<file path="config.mk">
export PLATFORM = sky130hd
export DESIGN_NAME = ppg_beat_detector
export DESIGN_NICKNAME = d
export VERILOG_FILES = /design/src/rtl/ppg_beat_detector.sv
export SDC_FILE = /design/constraint.sdc
export NUM_CORES = 1
export LEC_CHECK = 0
export ABC_AREA = 0
export CAP_MARGIN = 5
export CORE_MARGIN = 2
export CORE_UTILIZATION = 60
export CTS_BUF_LIST = sky130_fd_sc_hd__clkbuf_4 sky130_fd_sc_hd__clkbuf_8
export DETAILED_ROUTE_END_ITERATION = 6
export PLACE_DENSITY = 0.85
export SLEW_MARGIN = 25
export SYNTH_ARGS = -nofsm -noshare
export SYNTH_HDL_FRONTEND = slang
export SYNTH_SLANG_ARGS = --single-unit
</file>
<file path="constraint.sdc">
create_clock -name clk -period 6.5 [get_ports clk]
set_input_delay 0.65 -clock clk [delete_from_list [all_inputs] [get_ports clk]]
set_output_delay 0.65 -clock clk [all_outputs]
set_load 0.03 [all_outputs]
</file>
<file path="src/rtl/ppg_beat_detector.sv">
// rtl/ppg_beat_detector.sv - PPG sample reader, moving-average filter and beat/IBI detector
//
// Purpose:
//   Pops PPG samples from an upstream FIFO (one sample every two cycles at most).
//   Each sample is smoothed by a 2**AVG_LOG2-tap moving average. Heartbeats are
//   detected by a threshold crossing with hysteresis and a refractory window.
//   The interval between beats, in samples, is reported on ibi.
//
// Ports:
//   clk        in   system clock
//   reset      in   synchronous, active-high reset
//   empty      in   FIFO empty flag
//   Data_out   in   FIFO read data, valid the cycle after rd_en
//   rd_en      out  FIFO pop request (single-cycle, never while empty)
//   thr_hi     in   rising (beat) threshold, compared with >=
//   thr_lo     in   re-arm threshold, compared with strict <
//   filt       out  moving-average value
//   filt_valid out  one-cycle strobe when filt updates
//   beat_pulse out  one-cycle strobe on a detected beat
//   ibi        out  last inter-beat interval in samples (held between beats)
//   ibi_valid  out  one-cycle strobe with beat_pulse when ibi is meaningful

module ppg_beat_detector #(
  parameter int WIDTH     = 10,
  parameter int AVG_LOG2  = 2,
  parameter int IBI_WIDTH = 12,
  parameter int REFRACT   = 50
) (
  input  logic                 clk,
  input  logic                 reset,
  input  logic                 empty,
  input  logic [WIDTH-1:0]     Data_out,
  output logic                 rd_en,
  input  logic [WIDTH-1:0]     thr_hi,
  input  logic [WIDTH-1:0]     thr_lo,
  output logic [WIDTH-1:0]     filt,
  output logic                 filt_valid,
  output logic                 beat_pulse,
  output logic [IBI_WIDTH-1:0] ibi,
  output logic                 ibi_valid
);

  localparam int TAPS  = 1 << AVG_LOG2;
  localparam int SUM_W = WIDTH + AVG_LOG2;

  localparam logic [IBI_WIDTH-1:0] CNT_MAX   = '1;
  localparam logic [IBI_WIDTH-1:0] REFRACT_C = IBI_WIDTH'(REFRACT);

  typedef enum logic {RD_IDLE, RD_CAPT} rd_state_e;
  typedef enum logic {DET_BELOW, DET_ABOVE} det_state_e;

  // ---------------------------------------------------------------------------
  // Read FSM
  // ---------------------------------------------------------------------------
  rd_state_e rd_state_q, rd_state_d;
  logic      capture;

  always_ff @(posedge clk) begin
    if (reset) begin
      rd_state_q <= RD_IDLE;
    end else begin
      rd_state_q <= rd_state_d;
    end
  end

  // rd_en is a Mealy output so the FIFO word lands exactly in the CAPT cycle.
  // It is gated by reset so no pop is requested while the pipeline is held.
  always_comb begin
    rd_state_d = rd_state_q;
    rd_en      = 1'b0;
    capture    = 1'b0;
    case (rd_state_q)
      RD_IDLE: begin
        if (!empty) begin
          rd_en      = !reset;
          rd_state_d = RD_CAPT;
        end
      end
      RD_CAPT: begin
        capture    = 1'b1;
        rd_state_d = RD_IDLE;
      end
      default: rd_state_d = RD_IDLE;
    endcase
  end

  // ---------------------------------------------------------------------------
  // Stage 1: moving average
  // ---------------------------------------------------------------------------
  logic [WIDTH-1:0] taps_q [TAPS];
  logic [SUM_W-1:0] sum_q, sum_d;
  logic [WIDTH-1:0] filt_q, filt_d;
  logic             filt_valid_q;

  // The running sum holds at most TAPS full-scale samples, so SUM_W bits
  // cannot overflow and the subtraction never goes negative.
  always_comb begin
    sum_d  = sum_q - SUM_W'(taps_q[TAPS-1]) + SUM_W'(Data_out);
    filt_d = sum_d[SUM_W-1:AVG_LOG2];
  end

  always_ff @(posedge clk) begin
    if (reset) begin
      sum_q        <= '0;
      filt_q       <= '0;
      filt_valid_q <= 1'b0;
      for (int i = 0; i < TAPS; i++) begin
        taps_q[i] <= '0;
      end
    end else begin
      filt_valid_q <= capture;
      if (capture) begin
        sum_q     <= sum_d;
        filt_q    <= filt_d;
        taps_q[0] <= Data_out;
        for (int i = 1; i < TAPS; i++) begin
          taps_q[i] <= taps_q[i-1];
        end
      end
    end
  end

  // ---------------------------------------------------------------------------
  // Stage 2: beat detection
  // ---------------------------------------------------------------------------
  det_state_e           det_q, det_d;
  logic [IBI_WIDTH-1:0] cnt_q, cnt_d, cnt_next;
  logic                 cnt_sat;
  logic                 have_prev_q, have_prev_d;
  logic [IBI_WIDTH-1:0] ibi_q, ibi_d;
  logic                 beat_q, beat_d;
  logic                 ibi_valid_q, ibi_valid_d;

  always_ff @(posedge clk) begin
    if (reset) begin
      det_q       <= DET_BELOW;
      cnt_q       <= '0;
      have_prev_q <= 1'b0;
      ibi_q       <= '0;
      beat_q      <= 1'b0;
      ibi_valid_q <= 1'b0;
    end else begin
      det_q       <= det_d;
      cnt_q       <= cnt_d;
      have_prev_q <= have_prev_d;
      ibi_q       <= ibi_d;
      beat_q      <= beat_d;
      ibi_valid_q <= ibi_valid_d;
    end
  end

  always_comb begin
    // Sample counter saturates; a saturated interval is reported but flagged invalid.
    cnt_next    = (cnt_q == CNT_MAX) ? CNT_MAX : cnt_q + IBI_WIDTH'(1);
    cnt_sat     = (cnt_next == CNT_MAX);
    det_d       = det_q;
    cnt_d       = cnt_q;
    have_prev_d = have_prev_q;
    ibi_d       = ibi_q;
    beat_d      = 1'b0;
    ibi_valid_d = 1'b0;
    if (filt_valid_q) begin
      cnt_d = cnt_next;
      case (det_q)
        DET_BELOW: begin
          if (filt_q >= thr_hi) begin
            // Crossing inside the refractory window still arms ABOVE so the
            // same excursion cannot produce a late beat once the window ends.
            det_d = DET_ABOVE;
            if ((cnt_next > REFRACT_C) || !have_prev_q) begin
              beat_d      = 1'b1;
              ibi_d       = cnt_next;
              ibi_valid_d = have_prev_q && !cnt_sat;
              have_prev_d = 1'b1;
              cnt_d       = '0;
            end
          end
        end
        DET_ABOVE: begin
          if (filt_q < thr_lo) begin
            det_d = DET_BELOW;
          end
        end
        default: det_d = DET_BELOW;
      endcase
    end
  end

  assign filt       = filt_q;
  assign filt_valid = filt_valid_q;
  assign beat_pulse = beat_q;
  assign ibi        = ibi_q;
  assign ibi_valid  = ibi_valid_q;

endmodule

</file>
Yosys cells after proc, flatten, opt, wreduce, memory -nomap -nowiden --
Memories as Yosys holds them, arrays and structs flattened. Index checks and enable logic that the tools add are counted.
Operators by class: bitwise gates (word level) 9, muxes and demuxes 22, magnitude comparators 3, eq/ne operators 2, reductions and logical operators 8, add/sub/neg operators 3
Operators with widths (number):
- $mux W12 | 4
- $mux W10 | 4
- $eq A12 B12 Y1 const B | 2
- $add A12 B1 Y12 const B | 1
- $add A12 B10 Y12 | 1
- $gt A12 B6 Y1 const B | 1
- $mux W1 | 12
- $sub A12 B10 Y12 | 1
- $ge A10 B10 Y1 | 1
- $lt A10 B10 Y1 | 1
- $not A1 Y1 | 5
- $reduce_or A5 Y1 | 1
- $or A1 B1 Y1 | 4
- $pmux W1 S2 | 2
- $reduce_and A4 Y1 | 1
- $reduce_or A4 Y1 | 1
- $logic_not A1 Y1 | 3
- $logic_and A1 B1 Y1 | 1
- $logic_or A1 B1 Y1 | 1
Word-level totals: memory bits (writable) 40, flip-flop bits (word level) 52, memories 1, input bits 33, word-level logic and storage cells 58, output and inout port bits 26
Memories:
- taps_q | depth 4, width 10, read ports 4, clocked after Yosys merged registers in 0, wr ports 4, RTL line 90 | logic [WIDTH-1:0] taps_q [TAPS];

Depth between registers and ports, before layout --
Gate-level depths: netlist of run 1.
depth after elaboration 7, depth in mapped cells 13, depth with buffers taken out 13

Worst setup path after synthesis of run 1 --
No wires, ideal clock.
path type input -> register, start point input port Data_out[2], end point register sum_q[8], path slack 3.520 ns, setup time 0.117 ns, path buffers 0, data arrival time 2.863 ns, data required time 6.383 ns, stages 11, path through inv_1 > fa_1 > inv_1 > ha_1 > nor2b_1 > o21a_1 > o21ai_0 > a21o_1 > a21boi_0 > or3_1 > a32o_1
Between the ends: word-level cells in the longest chain between the ends 1
Ends and longest elaborated chain:
- start, declared | RTL line 32 | input logic [WIDTH-1:0] Data_out,
- $add A12 B10 Y12 | RTL line 98 | sum_d = sum_q - SUM_W'(taps_q[TAPS-1]) + SUM_W'(Data_out);
- end signal, assigned | RTL line 113 | sum_q <= sum_d;
- end, declared | RTL line 91 | logic [SUM_W-1:0] sum_q, sum_d;
No other way between the ends. A chain may end at the register's enable or synchronous reset.

Worst setup path after layout of run 1 --
start point input port Data_out[1], end point register sum_q[11]
Same word-level chain as after synthesis.

==> results.py, run 1 <==
metrics = {
    "yosys": {
        "synth_edf_count": 40,
        "ys_seq_area_frac": 0.422,
        "synth_top_area_frac": 0.248,
        "synth.avg_cell_area_sq_um": 9.80,
        "synth_warnings": 0,
        "synth_cells": 494,
        "synth_nets": 569,
        "synth.distinct_cells": 60,
        "synth_area_sq_mm": 0.00484,
        "synth-seq-cells": 82,
        "synth_top_cell_by_area": "edfxtp_1",
        "async_flop_share": 0,
        "synthFlopType": "dfxtp_1",
        "synth_area_leaders": "edfxtp_1, dfxtp_1, ha_1, inv_1, and2_1",
    },
    "global_route": {
        "grt.overflow.total": 0,
        "grt_pass1_wl_mm": 16.3,
        "grt_antenna_before_repair": 0,
        "grt_pass1_vias": 3550,
        "grt_usage": 0.236,
        "grt_start_max_net_pins": 46,
    },
    "power": {
        "p_per_area_mw_per_mm2": 228,
        "p_leak_nw": 2.32,
        "combPwrFrac": 0.252,
        "p_sw_mw": 0.405,
        "swShare": 0.321,
        "ir_drop_v": 0.000180,
        "clock_power_share": 0.279,
        "finalPower_mw": 1.26,
        "power_frac_seq": 0.468,
        "p_int_mw": 0.859,
    },
    "drt": {
        "dr.pass1.iters": 4,
        "drc": 0,
        "wirelength_mm": 9.78,
        "dr_wl_met2_mm": 5.04,
        "num_vias": 3636,
        "vias_per_cell": 5.68,
        "wl_met3_um": 411,
        "final_antenna_net_count": 0,
        "wl_met1_mm": 4.09,
        "wire_per_inst_um": 15.3,
        "top_layer": "met4",
        "drtIter0Drc": 153,
    },
    "sta": {
        "setup-tns-final_ns": 0,
        "relSlewSlack": 0.500,
        "worst_pin_slew_ns": 0.749,
        "finalHoldViolCount": 0,
        "timing.final.max_slew_violations": 0,
        "setup_viol": 0,
        "fin_skew_ns": 0.0123,
        "fin_ws_ns": 3.21,
        "rsz0062_at_grt": "false",
        "max_freq_ghz": 0.304,
        "post-route-period-util": 0.506,
        "fin_crit_ns": 3.29,
    },
    "finish": {
        "final_cell_mix": "inv_1, clkdlybuf4s50_1, dfxtp_1",
        "final_nets": 608,
        "final_common_cell": "inv_1",
        "syn_to_final_growth_pct": 14.6,
        "final_layout_size_suffix_gt1_frac": 0.0725,
        "diodes": 0,
        "fillers": 589,
    },
    "cts": {
        "cts_buffers": 9,
        "insertion_delay_ns": 0.36,
        "cts_max_path_buffers": 2,
        "cts.repair.resized": 0,
        "hold_buffers": 0,
        "clkTransAtPathRegs_ns": 0.09,
        "cts_sinks": 82,
        "root_buffer": "clkbuf_8",
        "post_cts.repair.setup_buffers": 0,
        "cts_tree": "built",
        "cts-htree-levels": 3,
    },
    "hold_path": {
        "hold_end": "ibi[0]$_SDFFE_PP0P_",
        "holdPathStages": 2,
        "hp-start": "ibi[0]$_SDFFE_PP0P_",
        "min_path_type": "reg -> reg",
    },
    "placement": {
        "preCtsSetupSlack_ns": 2.86,
        "portBuffers": 58,
        "dp_hpwl_mm": 7.20,
        "gp_congestion": 0.949,
    },
    "floorplanning": {
        "die_h_um": 93.8,
        "coreArea_sq_mm": 0.00777,
        "io_pins": 59,
        "start_util": 0.623,
        "fp.dieW_um": 93.8,
        "dieArea_sq_mm": 0.00881,
        "rows": 32,
    },
    "setup_path": {
        "worstPathMaxFanout": 2,
        "worstPathRequired_ns": 6.74,
        "reg2reg_setup_slack_ns": 3.48,
        "slowest_delay_ns": 0.59,
        "critPathCaptureType": "flip-flop",
        "path_buf_inv": 3,
        "setup.worst_path.start_class": "primary input",
        "r2r_cells": 8,
        "crit_path_cell_trace": "clkdlybuf4s50_1 > inv_1 > fa_1 > inv_1 > ha_1 > a211oi_1 > o21a_1 > o31ai_1 > o31ai_1 > mux2i_1 > xnor2_1 > nor2_1",
        "cp_slowest_cell": "fa_1",
        "cpLargestDelayFamily": "compound AO/OA/AOI/OAI gates",
        "worstReg2RegEnd": "cnt_q[8]$_SDFFE_PP0P_",
        "worstSetupPathType": "in -> reg",
        "setup.worst_path.start": "Data_out[1]",
        "reg2reg_from": "cnt_q[0]$_SDFFE_PP0P_",
        "cp.arrival_ns": 3.53,
    },
    "flow_run": {
        "drv_cap": 0,
    },
    "outcome": {
        "status": "finished, final reports clean",
    },
}
## state kept, by name, indices dropped and copies added, names as in the netlist
register / count
det_q: 1
sum_q: 12
cnt_q: 12
rd_state_q: 1
taps_q: 40
have_prev_q: 1
ibi: 12
beat_pulse: 1
ibi_valid: 1
filt_valid: 1
## layer usage
layer | vias to the layer above | GRT usage
li1 | 1781 | -
met1 | 1745 | 0.280
met5 | - | 0
met3 | 23 | 0.0594
met2 | 87 | 0.419
met4 | 0 | 0.0725
## power by group through the flow
| stage | clock network [mW] | logic, mW | registers [mW] |
|---|---|---|---|
| 5_1_grt | 0.378 | 0.358 | 0.596 |
| 3_3_place_gp | 0 | 0.302 | 0.603 |
| 2_1_floorplan | 0 | 0.241 | 0.595 |
| 6_report | 0.353 | 0.319 | 0.592 |
| 4_1_cts | 0.356 | 0.320 | 0.592 |
| 3_5_place_dp | 0 | 0.319 | 0.604 |
## metrics by stage
stage,instances,cell area (sq um),hold slack (ns),util
6_report,640,5550,0.473,0.714
5_1_grt,640,5550,0.495,0.714
4_1_cts,640,5550,0.475,0.714
3_5_place_dp,624,5370,0.461,0.691
3_3_place_gp,624,5370,0.451,0.691
2_1_floorplan,494,4840,0.455,-
## cells by family (layout without fill, tap and decap cells)
family          Yosys count  count (layout)  synth area share
xor+xnor                 13              13            0.0235
mux                      10              10            0.0217
fa+ha+maj                42              42             0.124
flops                    82              82             0.422
compound gates           96              96             0.137
buf+inv                  99             143            0.0938
simple gates            152             152             0.178
## final cells by class
class | count | area, sq um | area share
multi-input cells | 313 | 2350 | 0.423
flip-flops and latches | 82 | 2040 | 0.368
repair buffers | 61 | 603 | 0.109
inverters | 66 | 248 | 0.0446
well taps | 102 | 128 | 0.0230
clock buffers | 9 | 124 | 0.0223
clock inverters | 7 | 58.8 | 0.0106
## synthesized netlist by cell type (all sizes together), types with 3 or more instances
cell and instances:
dfxtp 42, nor4 7, nor3 13, a21o 5, xor2 4, or3 3
a211oi 6, a32o 8, nor2b 4, a21oi 29, a2111oi 3, or2 3
fa 10, xnor2 9, ha 32, o21a 4, a21boi 3, and2 33
nand3 12, nand4 9, edfxtp 40, nor2 33, nand2 13, clkbuf 13
buf 20, o22ai 3, o21ai 22, mux2i 9, nand2b 11, and3 6
a31oi 3, inv 66
## worst min-delay path: stages, from the launching register on
cell	delay, ns
dfxtp_1	0.33
o21ai_2	0.05
a21oi_1	0.05
## how the worst max path moves through the flow
stage | end | slack [ns] | cells past startpoint
2_1_floorplan | sum_q[8]$_SDFFE_PP0P_ | 3.52 | 11
3_3_place_gp | sum_q[8]$_SDFFE_PP0P_ | 2.93 | 12
3_5_place_dp | sum_q[11]$_SDFFE_PP0P_ | 2.86 | 12
4_1_cts | sum_q[11]$_SDFFE_PP0P_ | 3.25 | 12
5_1_grt | sum_q[11]$_SDFFE_PP0P_ | 3.11 | 12
6_report | sum_q[11]$_SDFFE_PP0P_ | 3.21 | 12
(Power assumes the default switching activity.)
==> inputs of run 2 (changes only) <==
CORE_UTILIZATION = 58   (was 60)
PLACE_DENSITY = 0.83   (was 0.85)
clock period = 3.25 ns   (was 6.5 ns; I/O delays follow)
==> run 2 against run 1 <==
Core utilization decreased by 1.5 points. Sequential power increased by 99%. Die area increased by 3.3%. Hold slack got worse by 0.0051 ns. First-iteration DRC count decreased by 10%. Critical path depth unchanged. Sequential share of layout area decreased by 0.91 points. Final cell count increased by 2.5%. Register-to-register slack got worse by 3.1 ns. Critical path type unchanged. Critical endpoint unchanged. Largest power group unchanged. Highest routed layer unchanged.
==> results.py, run 2 (same netlist as run 1, synthesis figures left out) <==
metrics = {
    "drt": {
        "wirelength_mm": 9.96,
        "drtIter0Drc": 137,
        "dr_wl_met2_mm": 5.28,
        "top_layer": "met4",
        "drc": 0,
        "dr.pass1.iters": 4,
        "final_antenna_net_count": 0,
        "wl_met3_um": 372,
        "wire_per_inst_um": 15.2,
        "vias_per_cell": 5.55,
        "num_vias": 3639,
        "wl_met1_mm": 4.11,
    },
    "power": {
        "p_per_area_mw_per_mm2": 473,
        "ir_drop_v": 0.000438,
        "p_leak_nw": 2.40,
    },
    "cts": {
        "cts.repair.resized": 0,
        "root_buffer": "clkbuf_8",
        "cts_sinks": 82,
        "clkTransAtPathRegs_ns": 0.09,
        "post_cts.repair.setup_buffers": 0,
        "insertion_delay_ns": 0.34,
        "cts-htree-levels": 3,
        "cts_tree": "built",
        "cts_buffers": 9,
        "hold_buffers": 0,
        "cts_max_path_buffers": 2,
    },
    "placement": {
        "portBuffers": 58,
        "place_inst": 640,
        "dpl_cell_area_sq_mm": 0.00547,
        "preCtsSetupSlack_ns": 0.0124,
        "dp_hpwl_mm": 7.44,
        "gp_congestion": 0.967,
    },
    "floorplanning": {
        "io_pins": 59,
        "fp.dieW_um": 95.4,
        "rows": 33,
        "start_util": 0.595,
        "die_h_um": 95.4,
        "dieArea_sq_mm": 0.00910,
        "coreArea_sq_mm": 0.00813,
    },
    "finish": {
        "fin_cells": 656,
        "top_register": "taps_q",
        "final_common_cell": "inv_1",
        "syn_to_final_growth_pct": 17.5,
        "final_cell_mix": "inv_1, clkdlybuf4s50_1, dfxtp_1",
        "diodes": 0,
        "final_layout_size_suffix_gt1_frac": 0.0944,
        "regArea_sq_mm": 0.00204,
        "fillers": 612,
        "multiInputGateArea_sq_mm": 0.00235,
        "final_nets": 621,
        "post-route-cell-area_sq_mm": 0.00569,
        "largest_reg_flops": 40,
    },
    "setup_path": {
        "worstPathRequired_ns": 3.48,
        "cp.arrival_ns": 3.14,
        "slowest_delay_ns": 0.57,
        "crit_path_cell_trace": "clkdlybuf4s50_1 > inv_1 > fa_1 > inv_1 > ha_1 > a211oi_1 > o21a_1 > o31ai_1 > o31ai_1 > mux2i_1 > xnor2_1 > nor2_1",
        "cp_slowest_cell": "fa_1",
        "worstPathMaxFanout": 2,
        "critPathCaptureType": "flip-flop",
        "r2r_cells": 11,
        "setup.worst_path.start_class": "primary input",
        "worstSetupPathType": "in -> reg",
    },
    "global_route": {
        "grt_start_max_net_pins": 46,
        "grt_pass1_vias": 3611,
        "grt_usage": 0.233,
        "grt_pass1_wl_mm": 16.4,
        "grt_antenna_before_repair": 0,
        "grt.overflow.total": 0,
    },
    "sta": {
        "fin_crit_ns": 2.91,
        "timing.final.max_slew_violations": 0,
        "fin_skew_ns": 0.0112,
        "relSlewSlack": 0.527,
        "fin_ws_ns": 0.339,
        "finalHoldViolCount": 0,
        "post-route-period-util": 0.896,
        "worst_pin_slew_ns": 0.709,
        "rsz0062_at_grt": "false",
        "setup_viol": 0,
        "max_freq_ghz": 0.344,
        "setup-tns-final_ns": 0,
    },
    "outcome": {
        "status": "finished, final reports clean",
    },
    "flow_run": {
        "drv_cap": 0,
    },
    "hold_path": {
        "min_path_type": "reg -> reg",
        "holdPathStages": 2,
    },
}
## run 2: per-stage QoR
| step | hold slack, ns | total power [mW] | util |
|---|---|---|---|
| 6_report | 0.468 | 2.69 | 0.700 |
| 5_1_grt | 0.488 | 2.83 | 0.700 |
| 4_1_cts | 0.470 | 2.71 | 0.700 |
| 3_5_place_dp | 0.458 | 1.89 | 0.672 |
| 3_3_place_gp | 0.448 | 1.86 | 0.672 |
| 2_1_floorplan | 0.397 | 1.67 | - |
## run 2: layout make-up
class | count | area share
timing repair buffer | 74 | 0.123
tap | 105 | 0.0231
multi-input combinational | 313 | 0.412
clock inverter | 6 | 0.0161
clock buffer | 10 | 0.0231
inverter | 66 | 0.0435
sequential | 82 | 0.359
## run 2: final timing paths
| path | startpoint | slack (ns) | end |
|---|---|---|---|
| worst min-delay path | ibi[0]$_SDFFE_PP0P_ | 0.47 | ibi[0]$_SDFFE_PP0P_ |
| worst max-delay path | Data_out[1] | 0.34 | sum_q[11]$_SDFFE_PP0P_ |
| worst max register to register | sum_q[8]$_SDFFE_PP0P_ | 0.41 | sum_q[11]$_SDFFE_PP0P_ |
| worst min register to register | ibi[0]$_SDFFE_PP0P_ | 0.47 | ibi[0]$_SDFFE_PP0P_ |
## run 2: worst max-delay path, delay by kind of cell
kind            cells  cell delay, ns
compound gates      4            0.88
xor+xnor            1            0.14
fa+ha+maj           2            0.88
buf+inv             3            0.61
mux                 1            0.26
simple gates        1            0.05
## run 2: per-layer routing
layer | vias to the layer above | GRT usage
met1 | 1732 | 0.275
met5 | - | 0
met2 | 78 | 0.424
met3 | 20 | 0.0356
li1 | 1809 | -
met4 | 0 | 0.0929
## run 2: power by group
group | switching (mW) | leakage, nW | total [mW] | internal, mW
Sequential | 0.0412 | 0.765 | 1.18 | 1.14
Clock | 0.376 | 0.114 | 0.820 | 0.444
Combinational | 0.366 | 1.53 | 0.690 | 0.324
